## src/rtl/sample_frame_sequencer_pkg.sv

```systemverilog
// Shared types and constants for the frame sequencer and its output FIFO.
package sample_frame_sequencer_pkg;

  localparam int unsigned VOICE_OP_ID_W               = 8;
  localparam int unsigned SAMPLE_W                    = 16;
  localparam int unsigned NUM_VOICE_OPERATORS_DEFAULT = 192;

  typedef logic [VOICE_OP_ID_W-1:0] VoiceOperatorID_t;

  localparam VoiceOperatorID_t IDLE_VOICE_OPERATOR_ID = 8'hfe;
  localparam VoiceOperatorID_t FRAME_END_ID           = 8'hff;

  typedef enum logic [1:0] {
    IDLE,
    RUN,
    END,
    WAIT
  } SequencerState_t;

endpackage

```

## src/rtl/sample_output_fifo.sv

```systemverilog
// First-word-fall-through sample FIFO; a pop frees a slot for a same-cycle push even when full.
module sample_output_fifo #(
  parameter int unsigned DEPTH = 4,
  parameter int unsigned WIDTH = 16
) (
  input  logic             i_Clock,
  input  logic             i_Reset,
  input  logic             i_Push,
  input  logic [WIDTH-1:0] i_PushData,
  input  logic             i_Pop,
  output logic             o_Full,
  output logic             o_Empty,
  output logic [WIDTH-1:0] o_HeadData
);

  localparam int unsigned AW = $clog2(DEPTH);
  localparam int unsigned PW = AW + 1;

  logic [PW-1:0]    wr_ptr_q, wr_ptr_d;
  logic [PW-1:0]    rd_ptr_q, rd_ptr_d;
  logic [WIDTH-1:0] mem_q [DEPTH];
  logic             do_push, do_pop;

  // Extra pointer MSB distinguishes full from empty when the indices match.
  assign o_Empty    = (wr_ptr_q == rd_ptr_q);
  assign o_Full     = (wr_ptr_q[AW] != rd_ptr_q[AW]) &&
                      (wr_ptr_q[AW-1:0] == rd_ptr_q[AW-1:0]);
  assign do_pop     = i_Pop && !o_Empty;
  assign do_push    = i_Push && (!o_Full || do_pop);
  assign o_HeadData = mem_q[rd_ptr_q[AW-1:0]];

  always_comb begin
    wr_ptr_d = wr_ptr_q;
    rd_ptr_d = rd_ptr_q;
    if (do_push) wr_ptr_d = wr_ptr_q + PW'(1);
    if (do_pop)  rd_ptr_d = rd_ptr_q + PW'(1);
  end

  always_ff @(posedge i_Clock) begin
    if (i_Reset) begin
      wr_ptr_q <= '0;
      rd_ptr_q <= '0;
      for (int i = 0; i < int'(DEPTH); i++) mem_q[i] <= '0;
    end else begin
      wr_ptr_q <= wr_ptr_d;
      rd_ptr_q <= rd_ptr_d;
      if (do_push) mem_q[wr_ptr_q[AW-1:0]] <= i_PushData;
    end
  end

endmodule

```

## src/rtl/sample_frame_sequencer.sv

```systemverilog
// Frame controller: issues operator IDs per sample tick, collects the finished sample into a FIFO.
module sample_frame_sequencer
  import sample_frame_sequencer_pkg::*;
#(
  parameter int unsigned NUM_VOICE_OPERATORS = NUM_VOICE_OPERATORS_DEFAULT,
  parameter int unsigned FIFO_DEPTH          = 4,
  parameter int unsigned MAX_WAIT            = 64
) (
  input  logic                i_Clock,
  input  logic                i_Reset,
  input  logic                i_SampleTick,
  output VoiceOperatorID_t    o_VoiceOperator,
  output logic                o_OperatorValid,
  input  logic                i_SampleReady,
  input  logic [SAMPLE_W-1:0] i_Sample,
  output logic                o_SampleValid,
  output logic [SAMPLE_W-1:0] o_Sample,
  input  logic                i_SampleAccept,
  input  logic                i_ClearStatus,
  output logic                o_Busy,
  output logic                o_Overrun,
  output logic                o_FifoOverflow,
  output logic                o_Timeout
);

  localparam int unsigned      WAIT_W     = $clog2(MAX_WAIT + 1);
  localparam VoiceOperatorID_t LAST_ID    = VoiceOperatorID_t'(NUM_VOICE_OPERATORS - 1);
  localparam logic [WAIT_W-1:0] WAIT_LIMIT = WAIT_W'(MAX_WAIT);

  SequencerState_t   state_q, state_d;
  VoiceOperatorID_t  op_cnt_q, op_cnt_d;
  logic [WAIT_W-1:0] wait_cnt_q, wait_cnt_d;
  VoiceOperatorID_t  voice_op_q, voice_op_d;
  logic              op_valid_q, op_valid_d;
  logic              busy_q, busy_d;
  logic              overrun_q, overrun_d;
  logic              fifo_ovf_q, fifo_ovf_d;
  logic              timeout_q, timeout_d;

  logic push_c, set_timeout_c, set_overrun_c, set_fifo_ovf_c;
  logic fifo_full, fifo_empty, pop_c;

  assign pop_c = !fifo_empty && i_SampleAccept;

  // Next-state, registered-output and sticky-flag logic.
  always_comb begin
    state_d        = state_q;
    op_cnt_d       = op_cnt_q;
    wait_cnt_d     = wait_cnt_q;
    voice_op_d     = IDLE_VOICE_OPERATOR_ID;
    op_valid_d     = 1'b0;
    push_c         = 1'b0;
    set_timeout_c  = 1'b0;
    set_overrun_c  = i_SampleTick && (state_q != IDLE);

    case (state_q)
      IDLE: begin
        if (i_SampleTick) begin
          state_d    = RUN;
          op_cnt_d   = '0;
          voice_op_d = '0;
          op_valid_d = 1'b1;
        end
      end
      RUN: begin
        if (op_cnt_q == LAST_ID) begin
          state_d    = END;
          voice_op_d = FRAME_END_ID;
        end else begin
          op_cnt_d   = op_cnt_q + 8'd1;
          voice_op_d = op_cnt_q + 8'd1;
          op_valid_d = 1'b1;
        end
      end
      END: begin
        state_d    = WAIT;
        wait_cnt_d = '0;
      end
      WAIT: begin
        if (i_SampleReady) begin
          push_c  = 1'b1;
          state_d = IDLE;
        end else begin
          wait_cnt_d = wait_cnt_q + WAIT_W'(1);
          if (wait_cnt_d == WAIT_LIMIT) begin
            set_timeout_c = 1'b1;
            state_d       = IDLE;
          end
        end
      end
      default: state_d = IDLE;
    endcase

    set_fifo_ovf_c = push_c && fifo_full && !pop_c;
    busy_d         = (state_d != IDLE);

    // Set dominates a simultaneous clear.
    overrun_d  = (overrun_q  && !i_ClearStatus) || set_overrun_c;
    fifo_ovf_d = (fifo_ovf_q && !i_ClearStatus) || set_fifo_ovf_c;
    timeout_d  = (timeout_q  && !i_ClearStatus) || set_timeout_c;
  end

  always_ff @(posedge i_Clock) begin
    if (i_Reset) begin
      state_q    <= IDLE;
      op_cnt_q   <= '0;
      wait_cnt_q <= '0;
      voice_op_q <= IDLE_VOICE_OPERATOR_ID;
      op_valid_q <= 1'b0;
      busy_q     <= 1'b0;
      overrun_q  <= 1'b0;
      fifo_ovf_q <= 1'b0;
      timeout_q  <= 1'b0;
    end else begin
      state_q    <= state_d;
      op_cnt_q   <= op_cnt_d;
      wait_cnt_q <= wait_cnt_d;
      voice_op_q <= voice_op_d;
      op_valid_q <= op_valid_d;
      busy_q     <= busy_d;
      overrun_q  <= overrun_d;
      fifo_ovf_q <= fifo_ovf_d;
      timeout_q  <= timeout_d;
    end
  end

  sample_output_fifo #(
    .DEPTH (FIFO_DEPTH),
    .WIDTH (SAMPLE_W)
  ) u_fifo (
    .i_Clock    (i_Clock),
    .i_Reset    (i_Reset),
    .i_Push     (push_c),
    .i_PushData (i_Sample),
    .i_Pop      (i_SampleAccept),
    .o_Full     (fifo_full),
    .o_Empty    (fifo_empty),
    .o_HeadData (o_Sample)
  );

  assign o_VoiceOperator = voice_op_q;
  assign o_OperatorValid = op_valid_q;
  assign o_SampleValid   = !fifo_empty;
  assign o_Busy          = busy_q;
  assign o_Overrun       = overrun_q;
  assign o_FifoOverflow  = fifo_ovf_q;
  assign o_Timeout       = timeout_q;

endmodule

```

## config.mk

```make
export PLATFORM = sky130hd
export DESIGN_NAME = sample_frame_sequencer
export DESIGN_NICKNAME = d
export VERILOG_FILES = /design/src/rtl/sample_frame_sequencer_pkg.sv /design/src/rtl/sample_output_fifo.sv /design/src/rtl/sample_frame_sequencer.sv
export SDC_FILE = /design/constraint.sdc
export NUM_CORES = 1
export LEC_CHECK = 0
export CORE_ASPECT_RATIO = 1.75
export CORE_MARGIN = 2
export CORE_UTILIZATION = 60
export CTS_CLUSTER_SIZE = 30
export DETAILED_ROUTE_END_ITERATION = 12
export PLACE_DENSITY = 0.84
export SLEW_MARGIN = 20
export SYNTH_ARGS = -nofsm -noshare
export SYNTH_HDL_FRONTEND = slang
export SYNTH_SLANG_ARGS = --single-unit
```

## constraint.sdc

```tcl
create_clock -name i_Clock -period 5 [get_ports i_Clock]
set_clock_uncertainty 0.05 [all_clocks]
set_input_delay 1.25 -clock i_Clock [delete_from_list [all_inputs] [get_ports i_Clock]]
set_output_delay 1.25 -clock i_Clock [all_outputs]
set_load 0.005 [all_outputs]
```

### Yosys cells after proc, flatten, opt, wreduce, memory -nomap -nowiden

Memories as Yosys holds them, arrays and structs flattened. A register that Yosys moved wholly into a read port is not among the register bits.
Index checks and enable logic that the tools add are counted.

* add/subtract/negate cells: 4
* $mul: 0
* div/mod/pow operators: 0
* order comparisons: 0
* eq/ne operators: 11
* shifts and indexed selects: 0
* multiplexer cells: 31
* bitwise operators: 0
* reduce and logical (&&, ||, !) cells: 25

Operators with widths (number)
* two-way mux 8 bit: 4
* one-hot mux 8 bit (2 select lines): 2
* two-way mux 16 bit: 1
* OR reduction 16 bit: 1
* two-way mux 2 bit: 7
* one-hot mux 7 bit (2 select lines): 1
* two-way mux 1 bit: 13
* logical AND 1 bit: 9
* adder 8 x 1 -> 8 bit (second input constant): 1
* == test 8 bit (second input constant): 1
* one-hot mux 2 bit (4 select lines): 1
* nonzero test 2 bit: 4
* adder 7 x 1 -> 7 bit (second input constant): 1
* == test 7 bit (second input constant): 1
* two-way mux 7 bit: 1
* adder 3 x 1 -> 3 bit (second input constant): 2
* inequality test 2 bit (second input constant): 3
* == test 2 bit (second input constant): 2
* zero test 1 bit: 4
* logical OR 1 bit: 4
* == test 3 bit: 1
* AND reduction 3 bit: 1
* == test 2 x 1 -> 1 bit (second input constant): 1
* == test 2 bit: 1
* 4 further kinds: 4

* register bits: 36
* bits in latches: 0
* bits in writable memories: 64
* ROM bits: 0
* input bits: 22
* output and inout port bits: 30
* word-level logic and storage cells: 83
* memories: 1

Memory list
* u_fifo.mem_q: words 4, bits a word 16, read ports 1, clocked after memory_dff 1, write ports 4, RTL line sample_output_fifo.sv:21 `logic [WIDTH-1:0] mem_q [DEPTH];`

### Logic depth before layout (Yosys ltp)

* depth in word-level cells: 10
* mapped depth: 6
* gate-level depth less buffers: 5

### Modules after synthesis

Synthesis repeated with hierarchy kept, for this count alone.

* cells, all modules: 393
* area total of the unflattened synthesis: 4658.2 um2

Modules (own cells, without submodules)
* sample_output_fifo: times used 1, cells each 233, area an instance 3255.6 um2, seq. area each 2082.0 um2
* sample_frame_sequencer: times used 1, cells each 160, area an instance 1402.6 um2, seq. area each 600.6 um2

### Least setup slack after synthesis

OpenSTA, ideal clock, no wires.

* path kind: input to register
* from: input port i_SampleReady
* to: memory u_fifo.mem_q[3][0], enable pin
* library setup time: 0.411 ns
* arrival time: 3.154 ns
* data required time: 4.539 ns
* slack: 1.385 ns
* stages on the path: 4
* buffers on the path: 1
* path through: clkbuf_1 > and3_1 > o41ai_4 > o21ai_0

RTL lines
* start, declared: RTL line sample_frame_sequencer.sv:14 `input logic i_SampleReady,`
* end, declared: RTL line sample_output_fifo.sv:21

==> results.cfg <==
[setup_path]
cpLargestDelayFamily = simple AND/OR/NAND/NOR gates
crit_slowest_cell = clkdlybuf4s50_1
endpoint_kind = register
startpoint_type = input pin
critPathArrivalTime_ps = 3650
cp_cell_sequence = clkdlybuf4s50_1 -> and3_1 -> o41ai_4 -> nor4b_4 -> or2_1
critPathKind = input pin to register
crit_fanout = 17
required_ps = 4920
critPathBufInv = 1
cp_slowest_stage_delay_ps = 630

[clocking]
cts_setup_buffers = 0
root_buffer = clkbuf_16
clk_pin_slew_ps = 70
numCtsBuffers = 9
cts_max_path_buffers = 2
numClockSinks = 102
postCtsResizedCells = 0
cts_tree = built
clock_latency_ps = 340
cts_hold_buf = 0
htreeDepth = 3

[grt]
grt_overflow_total = 0
grt_max_degree = 31
grt_pass1_wl_microns = 15510
grt_pass1_vias = 3251
grt_usage = 0.2434
antenna_found_initial = 0

[die]
die-area_sq_um = 8375
die_width_microns = 70.04
fp-row-count = 42
start_util = 0.6137
core_sq_um = 7462
floorplan.io_pins = 52
die_height_microns = 119.6

[cells_and_area]
stdcell_area_sq_um = 5450
fillers = 478
multi_input_area_sq_um = 1795
area_growth_pct = 19.02
layout.nets = 428
antenna_cells = 0
final_common_cell = and2_1
seq_area_sq_um = 2684
drive_gt1_frac = 0.1204
final_cell_mix = and2_1, edfxtp_1, clkdlybuf4s50_1
utilization = 0.7304

[power_and_ir_drop]
p_comb_frac = 0.056
pwr_density_cell_nw_per_um2 = 315.4
switching_share = 0.2091
p_sw_uw = 359.5
ir_drop_mv = 0.2280
pwr-share-clk = 0.403
power_mw = 1.719
p_leak_nw = 1.994
power_frac_seq = 0.540
internal-power_mw = 1.359

[sta]
fin_tns_setup_ps = 0
setup_viol = 0
tightest_slew_ps = 1047
drv_slew = 0
max_freq_ghz = 0.2684
rsz0062_at_grt = no
holdWs_ps = 418.8
hold_viol_final = 0
min_period_ps = 3725
max_slew_margin = 0.3001
finalCritPeriodShare = 0.7450

[logic_synthesis]
syn_area_sq_um = 4579
yosysWarnings = 0
syn_area_per_cell_sq_um = 12.94
yosysSeqAreaShare = 0.5858
synth-main-ff-cell = edfxtp_1
synth_cells = 354
syn_nets = 380
synth_edf_count = 64
ys_types = 57
async_reset_ff_frac = 0
synth-seq-cells = 102

[placed_design]
portBuffers = 51
dpl_cell_area_sq_um = 5151
gp_congestion = 0.8880
hpwl_microns = 6543

[route]
ant_nets = 0
via_per_inst = 6.026
num_vias = 2983
wirelength_microns = 9287
drc = 0
drt_first_pass_iters = 4
route.detailed.wl_per_inst_microns = 18.76
drt_first_iter_violations = 319

[worst_hold_path]
hold_class = register to register

[outcome]
status = complete, no violations

[job]
cap_violations = 0
==> per-stage QoR <==
| stage | setup WS (ps) | std cells |
|---|---|---|
| floorplan | 1385 | 354 |
| global placement | 1037 | 479 |
| detailed placement | 903.4 | 479 |
| CTS | 1159 | 495 |
| global route | 1056 | 495 |
| finish | 1275 | 495 |
==> state kept, by name, indices dropped and copies added, names as in the netlist, named ones only <==
| signal | count |
|---|---|
| o_FifoOverflow | 1 |
| o_VoiceOperator | 8 |
| o_Timeout | 1 |
| o_OperatorValid | 1 |
| wait_cnt_q | 7 |
| u_fifo.mem_q | 64 |
| op_cnt_q | 8 |
| u_fifo.wr_ptr_q | 3 |
| o_Busy | 1 |
| state_q | 2 |
| o_Overrun | 1 |
| u_fifo.rd_ptr_q | 3 |
==> final timing paths <==
check	start	to	slack, ps	cells past startpoint
setup / recovery	i_SampleReady	u_fifo.mem_q[2][7]$_SDFFCE_PN0P_	1270	5
hold / removal	o_Overrun$_SDFF_PP0_	o_Overrun$_SDFF_PP0_	420	2
hold reg to reg	o_Overrun$_SDFF_PP0_	o_Overrun$_SDFF_PP0_	420	2
setup reg to reg	state_q[1]$_SDFF_PP0_	u_fifo.mem_q[2][7]$_SDFFCE_PN0P_	2130	4
==> metal layers <==
metal,up-vias,part of all wire,wire [microns],GRT usage
met2,97,0.58,5367,0.4446
met3,25,0.043,398,0.05458
met4,0,0.030,280,0.1430
li1,1404,-,-,-
met1,1457,0.35,3240,0.2478
met5,-,0,0,0
==> synthesized netlist by cell type, types with 2 or more instances <==
| library cell | count | share of area |
|---|---|---|
| and2_1 | 65 | 0.089 |
| edfxtp_1 | 64 | 0.42 |
| dfxtp_1 | 38 | 0.17 |
| nor2_1 | 23 | 0.019 |
| mux4_2 | 16 | 0.079 |
| o21ai_0 | 14 | 0.015 |
| nand2_1 | 13 | 0.011 |
| clkbuf_1 | 12 | 0.0098 |
| nor3_1 | 11 | 0.012 |
| xor2_1 | 8 | 0.015 |
| a21oi_1 | 7 | 0.0076 |
| inv_1 | 5 | 0.0041 |
| a32o_1 | 4 | 0.0087 |
| ha_1 | 4 | 0.011 |
| buf_2 | 3 | 0.0033 |
| nand2b_1 | 3 | 0.0041 |
| nand3_1 | 3 | 0.0033 |
| nor4_1 | 3 | 0.0041 |
| o221a_2 | 3 | 0.0074 |
| or2_1 | 3 | 0.0041 |
| xnor2_1 | 3 | 0.0057 |
| a21o_1 | 2 | 0.0033 |
| a22oi_1 | 2 | 0.0033 |
| a31oi_1 | 2 | 0.0027 |
| and3_1 | 2 | 0.0027 |
| buf_4 | 2 | 0.0033 |
| mux2i_1 | 2 | 0.0044 |
| nand4_1 | 2 | 0.0027 |
| nor4b_1 | 2 | 0.0038 |
| nor4b_4 | 2 | 0.010 |
| o21a_1 | 2 | 0.0033 |
| o21ba_2 | 2 | 0.0044 |
| o2bb2ai_1 | 2 | 0.0038 |
| xor2_2 | 2 | 0.0071 |
==> final cells by class <==
class	instances	share of cell area
flip-flops and latches	102	0.4924
multi-input cells	228	0.3294
repair buffers	55	0.09917
clock buffers	10	0.04201
well taps	88	0.02020
clock inverters	6	0.01263
inverters	6	0.004132
==> worst reg2reg max path, stage by stage (launching register included) <==
cell and delay (ps):
dfxtp_1 650, and3_1 330, o41ai_4 200, nor4b_4 640
or2_1 630
==> power groups by stage <==
stage | Combinational (mW) | Clock (mW) | Sequential [mW]
after CTS | 0.0971 | 0.704 | 0.929
final | 0.0969 | 0.693 | 0.929
after global routing | 0.104 | 0.738 | 0.931
after detailed placement | 0.0964 | 0 | 0.947
after floorplan | 0.0388 | 0 | 0.943
after global placement | 0.0949 | 0 | 0.946
==> cell families after synthesis <==
family | share of synthesized area
simple gates | 0.1833
flops | 0.5858
compound gates | 0.08661
buf+inv | 0.02213
mux | 0.08306
xor+xnor | 0.02814
fa+ha+maj | 0.01093
No activity file was read; power rests on OpenSTA's default activity.
